## config.mk

```make
export PLATFORM = sky130hd
export DESIGN_NAME = uart_tx_frame
export DESIGN_NICKNAME = d
export VERILOG_FILES = /design/src/rtl/uart_pkg.sv /design/src/rtl/uart_tx_bit_timer.sv /design/src/rtl/uart_tx_frame.sv
export SDC_FILE = /design/constraint.sdc
export NUM_CORES = 1
export LEC_CHECK = 0
export BUFFER_PORTS_ARGS = -buffer_cell sky130_fd_sc_hd__clkbuf_2
export CORE_ASPECT_RATIO = 1.2
export CORE_MARGIN = 1.5
export CORE_UTILIZATION = 57
export CTS_CLUSTER_DIAMETER = 30
export CTS_CLUSTER_SIZE = 24
export DETAILED_ROUTE_END_ITERATION = 10
export PLACE_DENSITY = 0.79
export RECOVER_POWER = 25
export SLEW_MARGIN = 20
export SYNTH_ARGS = -nofsm -noshare
export SYNTH_HDL_FRONTEND = slang
export SYNTH_HIERARCHICAL = 1
export SYNTH_SLANG_ARGS = --single-unit
```

## constraint.sdc

```tcl
create_clock -name CLK -period 4.2 [get_ports CLK]
set_clock_uncertainty 0.1 [all_clocks]
set_input_delay 0.84 -clock CLK [delete_from_list [all_inputs] [get_ports CLK]]
set_output_delay 0.84 -clock CLK [all_outputs]
set_load 0.02 [all_outputs]
```

## src/rtl/uart_pkg.sv

```systemverilog
// uart_pkg: definitions shared by the UART transmitter and receiver.
// Build option: define UART_TX_TWO_STOP_EN to send two stop bits per frame.
package uart_pkg;

    // Data bits per frame; the receiver uses the same constant.
    localparam int DATA_W = 8;

    // Width of the data-bit index inside a frame.
    localparam int IDX_W = $clog2(DATA_W);

`ifdef UART_TX_TWO_STOP_EN
    localparam int STOP_BITS = 2;
`else
    localparam int STOP_BITS = 1;
`endif

    // Transmitter frame sequencer states.
    typedef enum logic [2:0] {
        IDLE   = 3'd0,
        START  = 3'd1,
        DATA   = 3'd2,
        PARITY = 3'd3,
        STOP   = 3'd4
    } tx_state_e;

endpackage

```

## src/rtl/uart_tx_bit_timer.sv

```systemverilog
// uart_tx_bit_timer: bit-period counter for the UART transmitter.
// Counts 0..period-1 while enabled and pulses tick on the last count,
// which is the cycle on which the frame sequencer moves to the next bit.
module uart_tx_bit_timer #(
    parameter int PRESC_W = 6
) (
    input  logic               CLK,
    input  logic               RST,
    input  logic               en,
    input  logic [PRESC_W-1:0] period,
    output logic               tick
);

    logic [PRESC_W-1:0] count_q;
    logic [PRESC_W-1:0] count_d;
    logic [PRESC_W-1:0] last_count;

    // Next count: wrap at the bit boundary, park at zero while idle.
    always_comb begin
        // NOTE: every signal gets a value before any branch so no latch is inferred.
        last_count = period - PRESC_W'(1);
        tick       = en && (count_q == last_count);
        count_d    = count_q + PRESC_W'(1);
        if (!en || tick) begin
            count_d = '0;
        end
    end

    // Counter register with synchronous reset.
    always_ff @(posedge CLK) begin
        // NOTE: flops are updated with non-blocking assignments so every register samples pre-edge values.
        if (RST) begin
            count_q <= '0;
        end else begin
            count_q <= count_d;
        end
    end

endmodule

```

## src/rtl/uart_tx_frame.sv

```systemverilog
// uart_tx_frame: serial UART transmitter.
// Frame: start bit, DATA_W data bits LSB first, optional parity, stop bit(s);
// each bit lasts Prescale clocks (Prescale=0 behaves as 1).
// Build option: UART_TX_TWO_STOP_EN doubles the stop period (two stop bits).
module uart_tx_frame
    import uart_pkg::*;
#(
    parameter int PRESC_W = 6
) (
    input  logic               CLK,
    input  logic               RST,
    input  logic [DATA_W-1:0]  P_DATA,
    input  logic               Data_Valid,
    input  logic               PAR_EN,
    input  logic               PAR_TYP,
    input  logic [PRESC_W-1:0] Prescale,
    output logic               TX_OUT,
    output logic               Busy
);

    localparam logic [IDX_W-1:0] LAST_IDX  = IDX_W'(DATA_W - 1);
    localparam logic [IDX_W-1:0] STOP_LAST = IDX_W'(STOP_BITS - 1);

    // Control state.
    tx_state_e          state_q, state_d;
    logic [IDX_W-1:0]   idx_q, idx_d;
    logic               tx_out_q, tx_out_d;
    logic               busy_q, busy_d;

    // Frame payload captured at accept.
    logic [DATA_W-1:0]  data_q, data_d;
    logic               par_en_q, par_en_d;
    logic               par_typ_q, par_typ_d;
    logic [PRESC_W-1:0] prescale_q, prescale_d;

    logic [PRESC_W-1:0] period;
    logic               bit_tick;
    logic               par_bit;
    logic [IDX_W-1:0]   idx_next;

    assign period   = (prescale_q == '0) ? PRESC_W'(1) : prescale_q;
    assign par_bit  = (^data_q) ^ par_typ_q;
    assign idx_next = idx_q + IDX_W'(1);

    uart_tx_bit_timer #(
        .PRESC_W (PRESC_W)
    ) u_bit_timer (
        .CLK    (CLK),
        .RST    (RST),
        .en     (state_q != IDLE),
        .period (period),
        .tick   (bit_tick)
    );

    // Frame sequencer: next state, bit index, line level and payload capture.
    always_comb begin
        state_d    = state_q;
        idx_d      = idx_q;
        tx_out_d   = tx_out_q;
        busy_d     = busy_q;
        data_d     = data_q;
        par_en_d   = par_en_q;
        par_typ_d  = par_typ_q;
        prescale_d = prescale_q;

        case (state_q)
            IDLE: begin
                tx_out_d = 1'b1;
                busy_d   = 1'b0;
                idx_d    = '0;
                if (Data_Valid) begin
                    data_d     = P_DATA;
                    par_en_d   = PAR_EN;
                    par_typ_d  = PAR_TYP;
                    prescale_d = Prescale;
                    state_d    = START;
                    tx_out_d   = 1'b0;
                    busy_d     = 1'b1;
                end
            end

            START: begin
                if (bit_tick) begin
                    state_d  = DATA;
                    idx_d    = '0;
                    tx_out_d = data_q[0];
                end
            end

            DATA: begin
                if (bit_tick) begin
                    if (idx_q == LAST_IDX) begin
                        idx_d = '0;
                        if (par_en_q) begin
                            state_d  = PARITY;
                            tx_out_d = par_bit;
                        end else begin
                            state_d  = STOP;
                            tx_out_d = 1'b1;
                        end
                    end else begin
                        idx_d    = idx_next;
                        tx_out_d = data_q[idx_next];
                    end
                end
            end

            PARITY: begin
                if (bit_tick) begin
                    state_d  = STOP;
                    idx_d    = '0;
                    tx_out_d = 1'b1;
                end
            end

            STOP: begin
                if (bit_tick) begin
                    if (idx_q == STOP_LAST) begin
                        state_d  = IDLE;
                        idx_d    = '0;
                        busy_d   = 1'b0;
                        tx_out_d = 1'b1;
                    end else begin
                        idx_d = idx_next;
                    end
                end
            end

            default: begin
                state_d  = IDLE;
                idx_d    = '0;
                busy_d   = 1'b0;
                tx_out_d = 1'b1;
            end
        endcase
    end

    // Control registers; reset aborts any frame and returns the line to idle.
    always_ff @(posedge CLK) begin
        if (RST) begin
            state_q  <= IDLE;
            idx_q    <= '0;
            tx_out_q <= 1'b1;
            busy_q   <= 1'b0;
        end else begin
            state_q  <= state_d;
            idx_q    <= idx_d;
            tx_out_q <= tx_out_d;
            busy_q   <= busy_d;
        end
    end

    // Payload registers, loaded only when a frame is accepted.
    always_ff @(posedge CLK) begin
        // NOTE: payload registers carry no reset; they are always written at accept before being read.
        data_q     <= data_d;
        par_en_q   <= par_en_d;
        par_typ_q  <= par_typ_d;
        prescale_q <= prescale_d;
    end

    assign TX_OUT = tx_out_q;
    assign Busy   = busy_q;

endmodule
```

==> results <==
- The prevailing post-synth register cell is sky130_fd_sc_hd__edfxtp_1.
- TritonCTS built the clock tree.
- After detailed placement, the total cell area comes to ~1800 µm².
- The total number of placement rows is 21.
- The number of buffers inserted by post-CTS setup repair is 0.
- The filler cells instantiated in the layout total 219.
- For this design the total switching power over the nets is 0.0001509 W.
- A synthesized cell averages about 11 µm².
- The maximum VDD drop is 0.2816 mV.
- The overall track demand over capacity in global routing is 22.51%.
- At the pin with the least slew margin, the transition time is roughly 0.6 ns.
- The power consumption is between 0.0006 and 0.0007 W.
- In this run the worst path has a maximum fanout of 6.
- The share of synthesized registers carrying an async set or reset is 0%.
- The routed design has between 3 and 4 mm of wire.
- After detailed routing, the number of remaining DRC violations is 0.
- The switching share of total power is 23.59%.
- In this run the remaining antenna-violating nets after routing total 0.
- The half-perimeter wire length after placement is between 2 and 2.5 mm.
- Yosys printed 6 warnings.
- The largest stage delay on the critical path is between 0.5 and 0.6 ns.
- At the end of routability-driven placement, the weighted congestion stood at 0.7769.
- The classification of the worst setup path is reg -> reg.
- The share of final-layout standard cells stronger than drive strength 1 is between 10% and 20%.
- The worst hold path belongs to the class reg -> reg.
- Setup repair after global routing left no endpoint under its margin.
- The clock network accounts for between 30% and 40% of the total power.
- After layout, the worst setup slack is between 0.2 and 0.25 ns.
- The total CTS buffers is 5.
- Leaving out filler cells and counting taps, the final layout contains between 200 and 250.
- Before antenna repair, the detailed router went through 4 iterations.
- The first global-routing pass estimated between 5 and 6 mm of wire.
- The internal power component is a little under 0.0005 W.
- The H-tree was split into 2 levels.
- Based on the critical path, the design can be clocked at up to between 200 and 300 MHz.
- For the worst setup path, the data required time is ~4.3 ns.
- In the post-synthesis netlist, the biggest area contributors are sky130_fd_sc_hd__edfxtp_1 (28%), sky130_fd_sc_hd__dfxtp_1 (17%), sky130_fd_sc_hd__xnor2_1 (6.2%), sky130_fd_sc_hd__ha_1 (3.7%), sky130_fd_sc_hd__a21oi_1 (3.5%).
- The floorplan die height is approximately 63 µm.
- The net count after synthesis is roughly 180.
- The total of flip-flops plus latches after synthesis is 30.
- The synthesized netlist occupies a cell area of between 1500 and 2000 µm².
- The number of instances in the synthesized netlist is around 160.
- The flow ran to the end, and the final reports show no timing, DRC or antenna violations.
- The number of vias after detailed routing is 1,249.
- The net count of the finished layout is 200.
- The number of input and output port buffers inserted is 20.
- The fraction of the cycle the final worst path needs is between 90 and 100%.
- The number of flops mapped to enable cells by yosys is 16.
- The floorplan step defined a die boundary enclosing 3309 µm².
- The cell with the biggest individual delay on the critical path is sky130_fd_sc_hd__or4_1.
- The number of antenna repair diodes is 0.
- Sequential cells burn 52.6% of the power.
- The floorplan die width is between 50 and 60 µm.
- The number of I/O pins is 21.
- The number of pins with negative max-slew slack in the final report is 0.
- Measured against its own limit, the worst slew margin works out to 61.10%.
- The number of placed instances, taps included, is slightly above 200.
- The initial antenna violation count came to 0.
- Ranked by instance count, the synthesized netlist is headed by sky130_fd_sc_hd__edfxtp_1 (16), sky130_fd_sc_hd__dfxtp_1 (14), sky130_fd_sc_hd__a21oi_1 (12), sky130_fd_sc_hd__xnor2_1 (12), sky130_fd_sc_hd__inv_1 (11).
- Prior to clock tree synthesis, the placed netlist has a worst setup slack of 0.2328 ns.
- The clock-pin transition on the worst setup and hold timing paths is 0.09 ns.
- The top cell type by total area after synthesis is sky130_fd_sc_hd__edfxtp_1.
- The count of distinct cell types in the synthesized netlist is 50.
- The average wire length per cell after detail routing is about 16 µm.
- The pin count of the biggest net entering global routing is 17.
- With fillers left out, the area of the finished cells amounts to between 1500 and 2000 µm².
- For this run the aggregate overflow at the end of global routing stands at 0.
- The CTS root buffer is sky130_fd_sc_hd__clkbuf_4.
- The max-cap violation count is 0.
- Relative to the synthesized area, the layout overhead comes to 11.15%.
- The worst setup path is launched from a flip-flop.
- The count of endpoints failing hold in the final timing report is 0.
- In this run the power density over the cells is 339.8 nW/µm².
- The via-per-instance ratio is approximately 5.9.
- The starting DRC count in detailed routing is 33.
- Adding up every negative setup slack in the final design gives 0 ns.
- The clock latency reported for the late side of the worst-skew pair is roughly 0.33 ns.
- For this configuration, the core starts out at a cell density of 60.26%.
- For this run, the register share of the synthesized area comes to 44.90%.
- After synthesis, the largest area contributor takes up 28.36% of total cell area.
- The signal arrival time at the worst endpoint is roughly 4.0 ns.
- Traced cell by cell, the critical path runs through or4_1 -> o21bai_1 -> inv_1 -> ha_1 -> xnor2_1 -> a211o_1 -> nor4b_4 -> and3_1 -> nand3b_1 -> o32a_1 -> a2111oi_1 -> a211oi_2.
- The via count of the first global-routing pass is 1,272.
- The core region is approximately 2800 µm².
- The tree built by TritonCTS fans out to 30 sinks.
- The most common cell in the synthesized netlist is sky130_fd_sc_hd__edfxtp_1.
- The clock passes through at most 2 buffers.
- The nature of the critical path endpoint is a flip-flop.
- The share of total power in combinational logic is roughly an eighth.
- The number of hold buffers added after CTS was 0.
- The number of gates given a new drive strength after cts is 0.
- The smallest clock period supported by the final layout is computed as 3.953 ns.
- For this design the static power due to leakage is about 0.71 nW.
- The number of failing setup endpoints in the final timing report is 0.
==> through the flow <==
stage | hold slack, ns | util [%]
final | 0.3990 | 66.98
after global routing | 0.4208 | 66.98
after detailed placement | 0.3821 | 63.95
after CTS | 0.4004 | 66.71
after global placement | 0.3664 | 63.95
after floorplan | 0.3530 | -
==> critical path, delay by kind of cell (launching register included) <==
kind | cells | cell delay (ns)
flip-flops | 1 | 0.44
XOR/XNOR | 1 | 0.14
AO/OA/AOI/OAI | 5 | 1.47
adder cells (fa/ha/maj) | 1 | 0.32
buffers and inverters | 1 | 0.08
AND/OR/NAND/NOR | 4 | 1.29
==> cell type report <==
cell class | count | area (µm²) | area share (%)
sequential | 30 | 760.7 | 40.40
clock buffer | 5 | 37.54 | 1.993
multi-input combinational | 107 | 853.3 | 45.32
tap | 34 | 42.54 | 2.259
clock inverter | 3 | 40.04 | 2.126
timing repair buffer | 21 | 107.6 | 5.714
inverter | 11 | 41.29 | 2.193
==> registers in the layout, summed over array words and instances (netlist names) <==
signal               cells
state_q                  3
prescale_q               6
Busy                     1
idx_q                    3
TX_OUT                   1
data_q                   8
par_en_q                 1
par_typ_q                1
u_bit_timer/count_q      6
==> layout by cell type (no fill, tap or decap), types with 6 or more instances in the layout <==
cell type	instances
sky130_fd_sc_hd__a211oi_1	6
sky130_fd_sc_hd__dfxtp_1	14
sky130_fd_sc_hd__clkbuf_2	20
sky130_fd_sc_hd__xnor2_1	12
sky130_fd_sc_hd__a21oi_1	12
sky130_fd_sc_hd__edfxtp_1	16
sky130_fd_sc_hd__inv_1	11
sky130_fd_sc_hd__nand2_1	7
==> logic make-up after synthesis <==
| kind of cell | Yosys count | share of synthesized area (%) |
|---|---|---|
| simple gates | 41 | 14.99 |
| compound gates | 36 | 15.29 |
| mux | 7 | 4.948 |
| flops | 30 | 44.90 |
| fa+ha+maj | 5 | 3.693 |
| buf+inv | 21 | 5.170 |
| xor+xnor | 18 | 11.00 |
==> routing by layer <==
| layer | vias to the layer above | GRT usage (%) | share of wire, % |
|---|---|---|---|
| met3 | 6 | 7.895 | 4.5 |
| met5 | - | 0 | 0 |
| met1 | 590 | 21.34 | 38 |
| li1 | 614 | - | - |
| met4 | 0 | 10.58 | 1.8 |
| met2 | 39 | 40.94 | 56 |
==> power by group through the flow <==
stage	sequential (W)	clock [W]	combinational, W
3_3_place_gp	0.000343	0	0.0000779
6_report	0.000337	0.000221	0.0000825
3_5_place_dp	0.000344	0	0.0000790
5_1_grt	0.000339	0.000237	0.0000888
4_1_cts	0.000337	0.000229	0.0000798
2_1_floorplan	0.000339	0	0.0000617
==> path summary, 6_finish.rpt <==
check                           slack, ns     startpoint       end  cells after the start
worst min register to register       0.40       idx_q[1]  idx_q[1]                      2
worst max register to register       0.25  prescale_q[2]    TX_OUT                     12
worst min-delay path                 0.40       idx_q[1]  idx_q[1]                      2
worst max-delay path                 0.25  prescale_q[2]    TX_OUT                     12
Note: power is estimated with default switching activity, not from simulation.
